**config.mk**
```make
export PLATFORM = sky130hd
export DESIGN_NAME = mc_ctrl
export DESIGN_NICKNAME = d
export VERILOG_FILES = /design/src/rtl/mc_ctrl.sv
export SDC_FILE = /design/constraint.sdc
export NUM_CORES = 1
export LEC_CHECK = 0
export ABC_AREA = 1
export BUFFER_PORTS_ARGS = -buffer_cell sky130_fd_sc_hd__buf_2
export CELL_PAD_IN_SITES_DETAIL_PLACEMENT = 2
export CELL_PAD_IN_SITES_GLOBAL_PLACEMENT = 2
export CORE_ASPECT_RATIO = 1.25
export CORE_UTILIZATION = 28
export CTS_CLUSTER_DIAMETER = 80
export DETAILED_ROUTE_END_ITERATION = 16
export PLACE_DENSITY_LB_ADDON = 0.3
export RECOVER_POWER = 25
export SLEW_MARGIN = 25
export SYNTH_ARGS = -nofsm -noshare
export SYNTH_HDL_FRONTEND = slang
export SYNTH_SLANG_ARGS = --single-unit
export TNS_END_PERCENT = 30
```
**constraint.sdc**
```tcl
create_clock -name clk -period 3.7 [get_ports clk]
set_clock_uncertainty 0.05 [all_clocks]
set_input_delay 0.185 -clock clk [delete_from_list [all_inputs] [get_ports clk]]
set_output_delay 0.185 -clock clk [all_outputs]
set_load 0.02 [all_outputs]
```
**src/rtl/mc_ctrl.sv**
```systemverilog
// mc_ctrl: multi-cycle MIPS control unit sequencing IF/ID/EX/MEM/WB over a shared
// memory port, with a memory-wait timeout, sticky halt and retired-instruction counter.
module mc_ctrl #(
    parameter bit EXT_ISA = 1'b1,
    parameter int TIMEOUT = 15,
    parameter int CNT_W   = 32
) (
    input  logic             clk,
    input  logic             rst_n,
    input  logic [31:0]      instr_i,
    input  logic             breq_i,
    input  logic             mem_ready_i,
    output logic             mem_req_o,
    output logic             mem_sel_o,
    output logic             mem_we_o,
    output logic             ir_we_o,
    output logic             pc_we_o,
    output logic [1:0]       pc_sel_o,
    output logic             reg_we_o,
    output logic [1:0]       wd_sel_o,
    output logic [1:0]       rd_sel_o,
    output logic             bsel_o,
    output logic [2:0]       alu_op_o,
    output logic [2:0]       state_o,
    output logic             halted_o,
    output logic [CNT_W-1:0] instret_o
);
    localparam int CW = (TIMEOUT > 0) ? $clog2(TIMEOUT + 1) : 1;

    typedef enum logic [2:0] {
        S_IF   = 3'd0,
        S_ID   = 3'd1,
        S_EX   = 3'd2,
        S_MEM  = 3'd3,
        S_WB   = 3'd4,
        S_HALT = 3'd7
    } state_e;

    typedef enum logic [3:0] {
        OP_ADDU, OP_SUBU, OP_AND, OP_OR, OP_SLT, OP_ORI, OP_LUI,
        OP_LW, OP_SW, OP_BEQ, OP_BNE, OP_J, OP_JAL, OP_ILL
    } op_e;

    state_e           state_q, state_d;
    logic [CW-1:0]    cnt_q, cnt_d;
    logic             halted_q, halted_d;
    logic [CNT_W-1:0] instret_q, instret_d;
    op_e              op;
    logic [2:0]       alu_ex;
    logic             is_r, is_imm, is_mem, is_br, is_jmp;
    logic             waiting, tmo, retire;
    logic             unused_instr;

    assign unused_instr = ^instr_i[25:6];

    // Extended ops decode as illegal when EXT_ISA is off.
    always_comb begin
        op = OP_ILL;
        case (instr_i[31:26])
            6'h00: begin
                case (instr_i[5:0])
                    6'h21:   op = OP_ADDU;
                    6'h23:   op = OP_SUBU;
                    6'h24:   op = EXT_ISA ? OP_AND : OP_ILL;
                    6'h25:   op = OP_OR;
                    6'h2a:   op = EXT_ISA ? OP_SLT : OP_ILL;
                    default: op = OP_ILL;
                endcase
            end
            6'h0d:   op = OP_ORI;
            6'h0f:   op = EXT_ISA ? OP_LUI : OP_ILL;
            6'h23:   op = OP_LW;
            6'h2b:   op = OP_SW;
            6'h04:   op = OP_BEQ;
            6'h05:   op = EXT_ISA ? OP_BNE : OP_ILL;
            6'h02:   op = EXT_ISA ? OP_J : OP_ILL;
            6'h03:   op = OP_JAL;
            default: op = OP_ILL;
        endcase
    end

    always_comb begin
        alu_ex = 3'd0;
        case (op)
            OP_ADDU:      alu_ex = 3'd1;
            OP_SUBU:      alu_ex = 3'd2;
            OP_OR,
            OP_ORI:       alu_ex = 3'd3;
            OP_AND:       alu_ex = 3'd4;
            OP_SLT:       alu_ex = 3'd5;
            OP_LUI:       alu_ex = 3'd6;
            default:      alu_ex = 3'd0;
        endcase
    end

    assign is_r   = op inside {OP_ADDU, OP_SUBU, OP_AND, OP_OR, OP_SLT};
    assign is_mem = op inside {OP_LW, OP_SW};
    assign is_imm = is_mem || op == OP_ORI || op == OP_LUI;
    assign is_br  = op inside {OP_BEQ, OP_BNE};
    assign is_jmp = op inside {OP_J, OP_JAL};

    // A ready on the cycle the count would reach TIMEOUT still completes the access.
    assign waiting = (state_q == S_IF || state_q == S_MEM) && !mem_ready_i;
    assign tmo     = (TIMEOUT != 0) && waiting && cnt_q == CW'(TIMEOUT - 1);

    always_ff @(posedge clk or negedge rst_n) begin
        if (!rst_n) begin
            state_q   <= S_IF;
            cnt_q     <= '0;
            halted_q  <= 1'b0;
            instret_q <= '0;
        end else begin
            state_q   <= state_d;
            cnt_q     <= cnt_d;
            halted_q  <= halted_d;
            instret_q <= instret_d;
        end
    end

    always_comb begin
        state_d = state_q;
        case (state_q)
            S_IF:    state_d = mem_ready_i ? S_ID : (tmo ? S_HALT : S_IF);
            S_ID:    state_d = (op == OP_ILL) ? S_HALT : (is_jmp ? S_IF : S_EX);
            S_EX:    state_d = is_mem ? S_MEM : (is_br ? S_IF : S_WB);
            S_MEM:   state_d = mem_ready_i ? ((op == OP_SW) ? S_IF : S_WB) : (tmo ? S_HALT : S_MEM);
            S_WB:    state_d = S_IF;
            default: state_d = S_HALT;
        endcase
    end

    assign cnt_d     = (state_d != state_q) ? '0 : (waiting ? cnt_q + CW'(1) : cnt_q);
    assign halted_d  = halted_q || state_d == S_HALT;
    assign instret_d = instret_q + CNT_W'(retire);

    always_comb begin
        mem_req_o = 1'b0;
        mem_sel_o = 1'b0;
        mem_we_o  = 1'b0;
        ir_we_o   = 1'b0;
        pc_we_o   = 1'b0;
        pc_sel_o  = 2'd0;
        reg_we_o  = 1'b0;
        wd_sel_o  = 2'd0;
        rd_sel_o  = 2'd0;
        bsel_o    = 1'b0;
        alu_op_o  = 3'd0;
        retire    = 1'b0;
        case (state_q)
            S_IF: begin
                mem_req_o = 1'b1;
                ir_we_o   = mem_ready_i && rst_n;
                pc_we_o   = mem_ready_i && rst_n;
            end
            S_ID: begin
                if (is_jmp) begin
                    pc_we_o  = 1'b1;
                    pc_sel_o = 2'd2;
                    reg_we_o = op == OP_JAL;
                    wd_sel_o = (op == OP_JAL) ? 2'd2 : 2'd0;
                    rd_sel_o = (op == OP_JAL) ? 2'd2 : 2'd0;
                    retire   = 1'b1;
                end
            end
            S_EX: begin
                alu_op_o = alu_ex;
                bsel_o   = is_imm;
                if (is_br) begin
                    pc_sel_o = 2'd1;
                    pc_we_o  = (op == OP_BEQ) ? breq_i : !breq_i;
                    retire   = 1'b1;
                end
            end
            S_MEM: begin
                alu_op_o  = alu_ex;
                bsel_o    = is_imm;
                mem_req_o = 1'b1;
                mem_sel_o = 1'b1;
                mem_we_o  = op == OP_SW;
                retire    = op == OP_SW && mem_ready_i;
            end
            S_WB: begin
                alu_op_o = alu_ex;
                bsel_o   = is_imm;
                reg_we_o = 1'b1;
                rd_sel_o = is_r ? 2'd0 : 2'd1;
                wd_sel_o = (op == OP_LW) ? 2'd1 : 2'd0;
                retire   = 1'b1;
            end
            default: ;
        endcase
    end

    assign state_o   = state_q;
    assign halted_o  = halted_q;
    assign instret_o = instret_q;
endmodule

```
==> out/metrics.yaml, run 1 <==
ys_types: 28
grt_overflow: 0
r2r-end: "instret_o[28]"
setup_viol: 0
post_cts.repair.setup_buffers: 0
yosysWarnings: 0
die_w_um: 86.3
cts_htree_levels: 2
vias: 2379
routed_wl_um: 7330
worst-path-max-fanout: 4
initial_core_util_pct: 28.7
fin_util_pct: 36.4
synth_seq_cells: 40
die_y_um: 107
leakagePower_uw: 0.00174
final_cell_mix: "buf_2 (67), nand2_1 (47), inv_1 (42), nor2_1 (42), dfrtp_1 (40)"
ir_drop_mv: 0.253
area_delta_synth_final_pct: 26.8
min_period_over_period_pct: 89.0
crit_arrival_ns: 3.43
route.detailed.drc: 0
power.density_nw_per_um2: 253
wl_per_cell_um: 14.3
synth_area_um2: 2490
synthesis.nets: 346
antenna_left: 0
cp.required_ns: 3.84
gp_congestion: 0.753
tightest_slew_ns: 0.520
io_buffers: 67
fmaxAchievable_mhz: 304
endpoint_kind: "flip-flop"
grt_max_degree: 42
synth_top_cell_area_share_pct: 40.2
layout_commonest_cell: "buf_2"
row_count: 38
outcome: "finished, final reports clean"
slew_headroom_pct: 65.4
design_area_um2: 3150
placed_cell_area_um2: 3060
yosysTopAreaCell: "dfrtp_1"
nets: 432
path_class: "reg2reg"
core_area_um2: 8650
rsz0062_at_grt: "no"
layout_min_cycle_time_ns: 3.29
post_synth.cell_area_avg_um2: 8.13
synthTopCellsByArea: "dfrtp_1 (40%), nand2_1 (7.1%), inv_1 (6.3%), nor2_1 (6.3%), nand3_1 (6.2%)"
hold_path_class: "in2reg"
drive_gt1_share_pct: 27.2
antennaDiodeCount: 0
dr.pass1.iters: 3
finalHoldViolations: 0
ios: 88
clock_insertion_delay_worst_skew_ns: 0.30
antenna_found_initial: 0
critPathLaunchType: "flip-flop"
drt_iter0_drc: 5
grt_pass1_vias: 2628
ys_seq_area_share_pct: 40.2
path_clk_slew_ns: 0.09
track_usage_pct: 17.2
tritoncts: "yes"
drv_slew: 0
grt_first_pass_wirelength_um: 12300
r2r_start: "state_o[2]"
vias_per_cell: 4.64
r2r_slack_ns: 0.41
fin_setup_tns_ns: 0
maxCapViolCount: 0
dp_hpwl_um: 6040
cts_root_buf: "clkbuf_8"
crit_end: "instret_o[28]"
cts.sinks: 40
cp-startpoint: "state_o[2]"
clockBufferDepth: 2
synthCells: 306
cts_buffers: 5
die_area_um2: 9270
r2r_cells: 16
## per-layer routing
layer | vias up | global-route usage [%] | wire, um
met2 | 51 | 34.7 | 4130
met1 | 1160 | 17.3 | 2800
li1 | 1157 | - | -
met3 | 11 | 2.76 | 234
met4 | 0 | 6.07 | 159
met5 | - | 0 | 0
## state kept, by name, summed over array words and instances, names as in the netlist
| register | flops |
|---|---|
| halted_o | 1 |
| instret_o | 32 |
| cnt_q | 4 |
| state_o | 3 |
## cell usage after synthesis (all sizes together)
cell and count:
nor2 52, nand2 49, inv 42, dfrtp 40, nand3 35, xnor2 17
xor2 17, nor3 13, nand4 12, a21oi 10, ha 4, o21ai 4
a31oi 3, nand3b 2, nor4 2, buf 1, o21bai 1, o311ai 1
or2 1
## per-stage QoR
stage	instances	power [uW]	worst slack, ns	hold WS, ns
after CTS	513	813	0.182	0.344
after global placement	504	505	0.360	0.234
after global routing	513	835	0.0345	0.353
after detailed placement	504	508	0.211	0.235
after floorplan	306	476	0.383	-0.161
final	513	798	0.407	0.354
## cells by family after synthesis
kind of cell	Yosys count	share of synthesized area [%]
XOR/XNOR	34	12.0
buffers and inverters	43	6.64
adder cells (fa/ha/maj)	4	2.01
AO/OA/AOI/OAI	19	4.23
AND/OR/NAND/NOR	166	34.9
flip-flops	40	40.2
## critical path, stage by stage (launching register included)
cell and delay [ns]:
dfrtp_1 0.39, inv_1 0.09, nand2_1 0.12, nor2_1 0.19
inv_1 0.08, o311ai_1 0.33, ha_1 0.26, ha_1 0.20
nand3_1 0.14, nor2_2 0.14, nand3_1 0.12, nor2_2 0.21
nand2_1 0.12, or2_1 0.28, nor3_2 0.19, nand2_1 0.11
xnor2_1 0.14
## worst min path at each step
stage,to,cells past startpoint,startpoint,slack [ns]
6_report,state_o[1],4,mem_ready_i,0.35
5_1_grt,state_o[1],4,mem_ready_i,0.35
4_1_cts,state_o[1],4,mem_ready_i,0.34
3_5_place_dp,instret_o[29],2,rst_n,0.23
3_3_place_gp,instret_o[29],2,rst_n,0.23
2_1_floorplan,cnt_q[0],0,rst_n,-0.16
## final cells by class
type	instances	area (um2)
clock buffer	5	68.8
clock inverter	3	18.8
fill	1061	5500
inverter	42	158
multi-input combinational	223	1320
sequential	40	1000
tap	120	150
timing repair buffer	80	435
## timing repair
item | in CTS | in global routing
resized for setup | 0 | 1
hold buffers | 1 | 0
setup endpoints to repair | 0 | 2
hold endpoints to repair | 40 | 0
## power breakdown
group | leakage (uW) | switching, uW | internal (uW) | total, uW
registers | 0.000533 | 1.54 | 438 | 440
clock network | 0.0000479 | 168 | 132 | 299
logic | 0.00116 | 39.9 | 18.4 | 58.3
(Power assumes the default switching activity.)
==> run 2: changes to the inputs <==
Settings changed: MAX_ROUTING_LAYER set to met4.
==> run 2 against run 1 <==
Net effect:
- worst hold slack gained 0.0014 ns
- critical path depth is the same
- cell count unchanged
- non-clock buffer count unchanged
- clock power is essentially flat
- maximum frequency increased by 0.16%
- routed wire length rose by 0.22%
- largest power group unchanged
- core utilization is the same
- combinational power about the same
- first-iteration DRC count grew 20%
- global-route usage grew 0.49 points
==> out/metrics.yaml, run 2 (synthesized netlist as in run 1, its figures left out) <==
drv_slew: 0
regArea_um2: 1000
antenna_left: 0
rsz0062_at_grt: "no"
finalHoldViolations: 0
fin_setup_tns_ns: 0
vias_per_cell: 4.63
final_cells: 513
min_period_over_period_pct: 88.9
fmaxAchievable_mhz: 304
antennaDiodeCount: 0
vias: 2374
tritoncts: "yes"
wl_per_cell_um: 14.3
clockBufferDepth: 2
p_sw_share_pct: 26.2
p_total_uw: 797
ir_drop_mv: 0.253
layout_setup_ws_ns: 0.412
hold_path_class: "in2reg"
ios: 88
area_delta_synth_final_pct: 26.8
combPwrFrac_pct: 7.3
min_from: "mem_ready_i"
grt_first_pass_wirelength_um: 12400
critPathLaunchType: "flip-flop"
leakagePower_uw: 0.00174
route.detailed.drc: 0
gp_congestion: 0.763
clock_insertion_delay_worst_skew_ns: 0.30
antenna_found_initial: 0
r2r_cells: 16
path_clk_slew_ns: 0.09
largest_reg_flops: 32
outcome: "finished, final reports clean"
cts_htree_levels: 2
r2r_slack_ns: 0.41
slew_headroom_pct: 65.3
setup_viol: 0
power.density_nw_per_um2: 253
path_class: "reg2reg"
die_y_um: 107
dr.pass1.iters: 3
r2r_start: "state_o[2]"
dp_hpwl_um: 6040
die_w_um: 86.3
p_seq_share_pct: 55.2
cts_buffers: 5
grt_pass1_vias: 2623
tightest_slew_ns: 0.521
p_int_uw: 588
routed_wl_um: 7340
place_ws_ns: 0.211
cts.sinks: 40
min_to: "state_o[1]"
placed_cells: 504
initial_core_util_pct: 28.7
cp.required_ns: 3.84
worst-path-max-fanout: 4
p_clk_share_pct: 37.5
multi_input_area_um2: 1320
endpoint_kind: "flip-flop"
cts_root_buf: "clkbuf_8"
maxCapViolCount: 0
nets: 432
track_usage_pct: 17.7
fillers: 1061
final_cell_mix: "buf_2 (67), nand2_1 (47), inv_1 (42), nor2_1 (42), dfrtp_1 (40)"
drive_gt1_share_pct: 27.2
io_buffers: 67
post_cts.repair.setup_buffers: 0
die_area_um2: 9270
hold-path-cell-count: 4
layout_min_cycle_time_ns: 3.29
r2r-end: "instret_o[28]"
core_area_um2: 8650
layout_commonest_cell: "buf_2"
row_count: 38
crit_arrival_ns: 3.43
grt_overflow: 0
power.switching_uw: 209
drt_iter0_drc: 6
grt_max_degree: 42
[run 2: cell counts in the layout (fill, tap and decap cells not counted)]
No cell type changed its count.
[run 2: stage by stage]
step / hold slack [ns] / utilization (%) / area, um2
after CTS: 0.344 / 36.4 / 3150
after global placement: 0.234 / 35.3 / 3060
after floorplan: -0.161 / - / 2490
after detailed placement: 0.235 / 35.3 / 3060
after global routing: 0.354 / 36.4 / 3150
final: 0.356 / 36.4 / 3150
[run 2: layer usage]
layer | track usage, % | vias up | routed length, um
met4 | 6.07 | 0 | 172
met5 | - | - | 0
met3 | 2.61 | 11 | 222
li1 | - | 1157 | -
met2 | 34.7 | 51 | 4120
met1 | 17.4 | 1155 | 2820
[run 2: what timing repair did]
item,CTS,global route
setup endpoints to repair,0,2
endpoints found under the hold margin,40,0
hold buffers,1,0
resized for setup,0,1
[run 2: final cells by class]
cell class,instances,share of cell area [%]
Clock inverter,3,0.595
Tap cell,120,4.76
Clock buffer,5,2.18
Timing Repair Buffer,80,13.8
Multi-Input combinational cell,223,41.9
Inverter,42,5.00
Sequential cell,40,31.7
[run 2: worst max-delay path by stage]
stage	from	to	cells after the start
after floorplan	state_o[2]	instret_o[28]	18
after global placement	state_o[2]	instret_o[28]	16
after detailed placement	state_o[2]	instret_o[28]	16
after CTS	state_o[2]	instret_o[28]	16
after global routing	state_o[2]	instret_o[18]	17
final	state_o[2]	instret_o[28]	16
[run 2: power groups by stage]
stage	clock, uW	sequential, uW	combinational (uW)
floorplan	0	449	26.7
global route	327	440	67.5
CTS	313	440	60.1
detailed placement	0	449	59.1
finish	299	440	58.3
global placement	0	449	56.5
[run 2: worst max-delay path, cell delays in order (launching register included)]
cell and delay [ns]:
dfrtp_1 0.39, inv_1 0.09, nand2_1 0.12, nor2_1 0.19
inv_1 0.08, o311ai_1 0.33, ha_1 0.26, ha_1 0.20
nand3_1 0.14, nor2_2 0.14, nand3_1 0.12, nor2_2 0.21
nand2_1 0.12, or2_1 0.28, nor3_2 0.19, nand2_1 0.11
xnor2_1 0.14
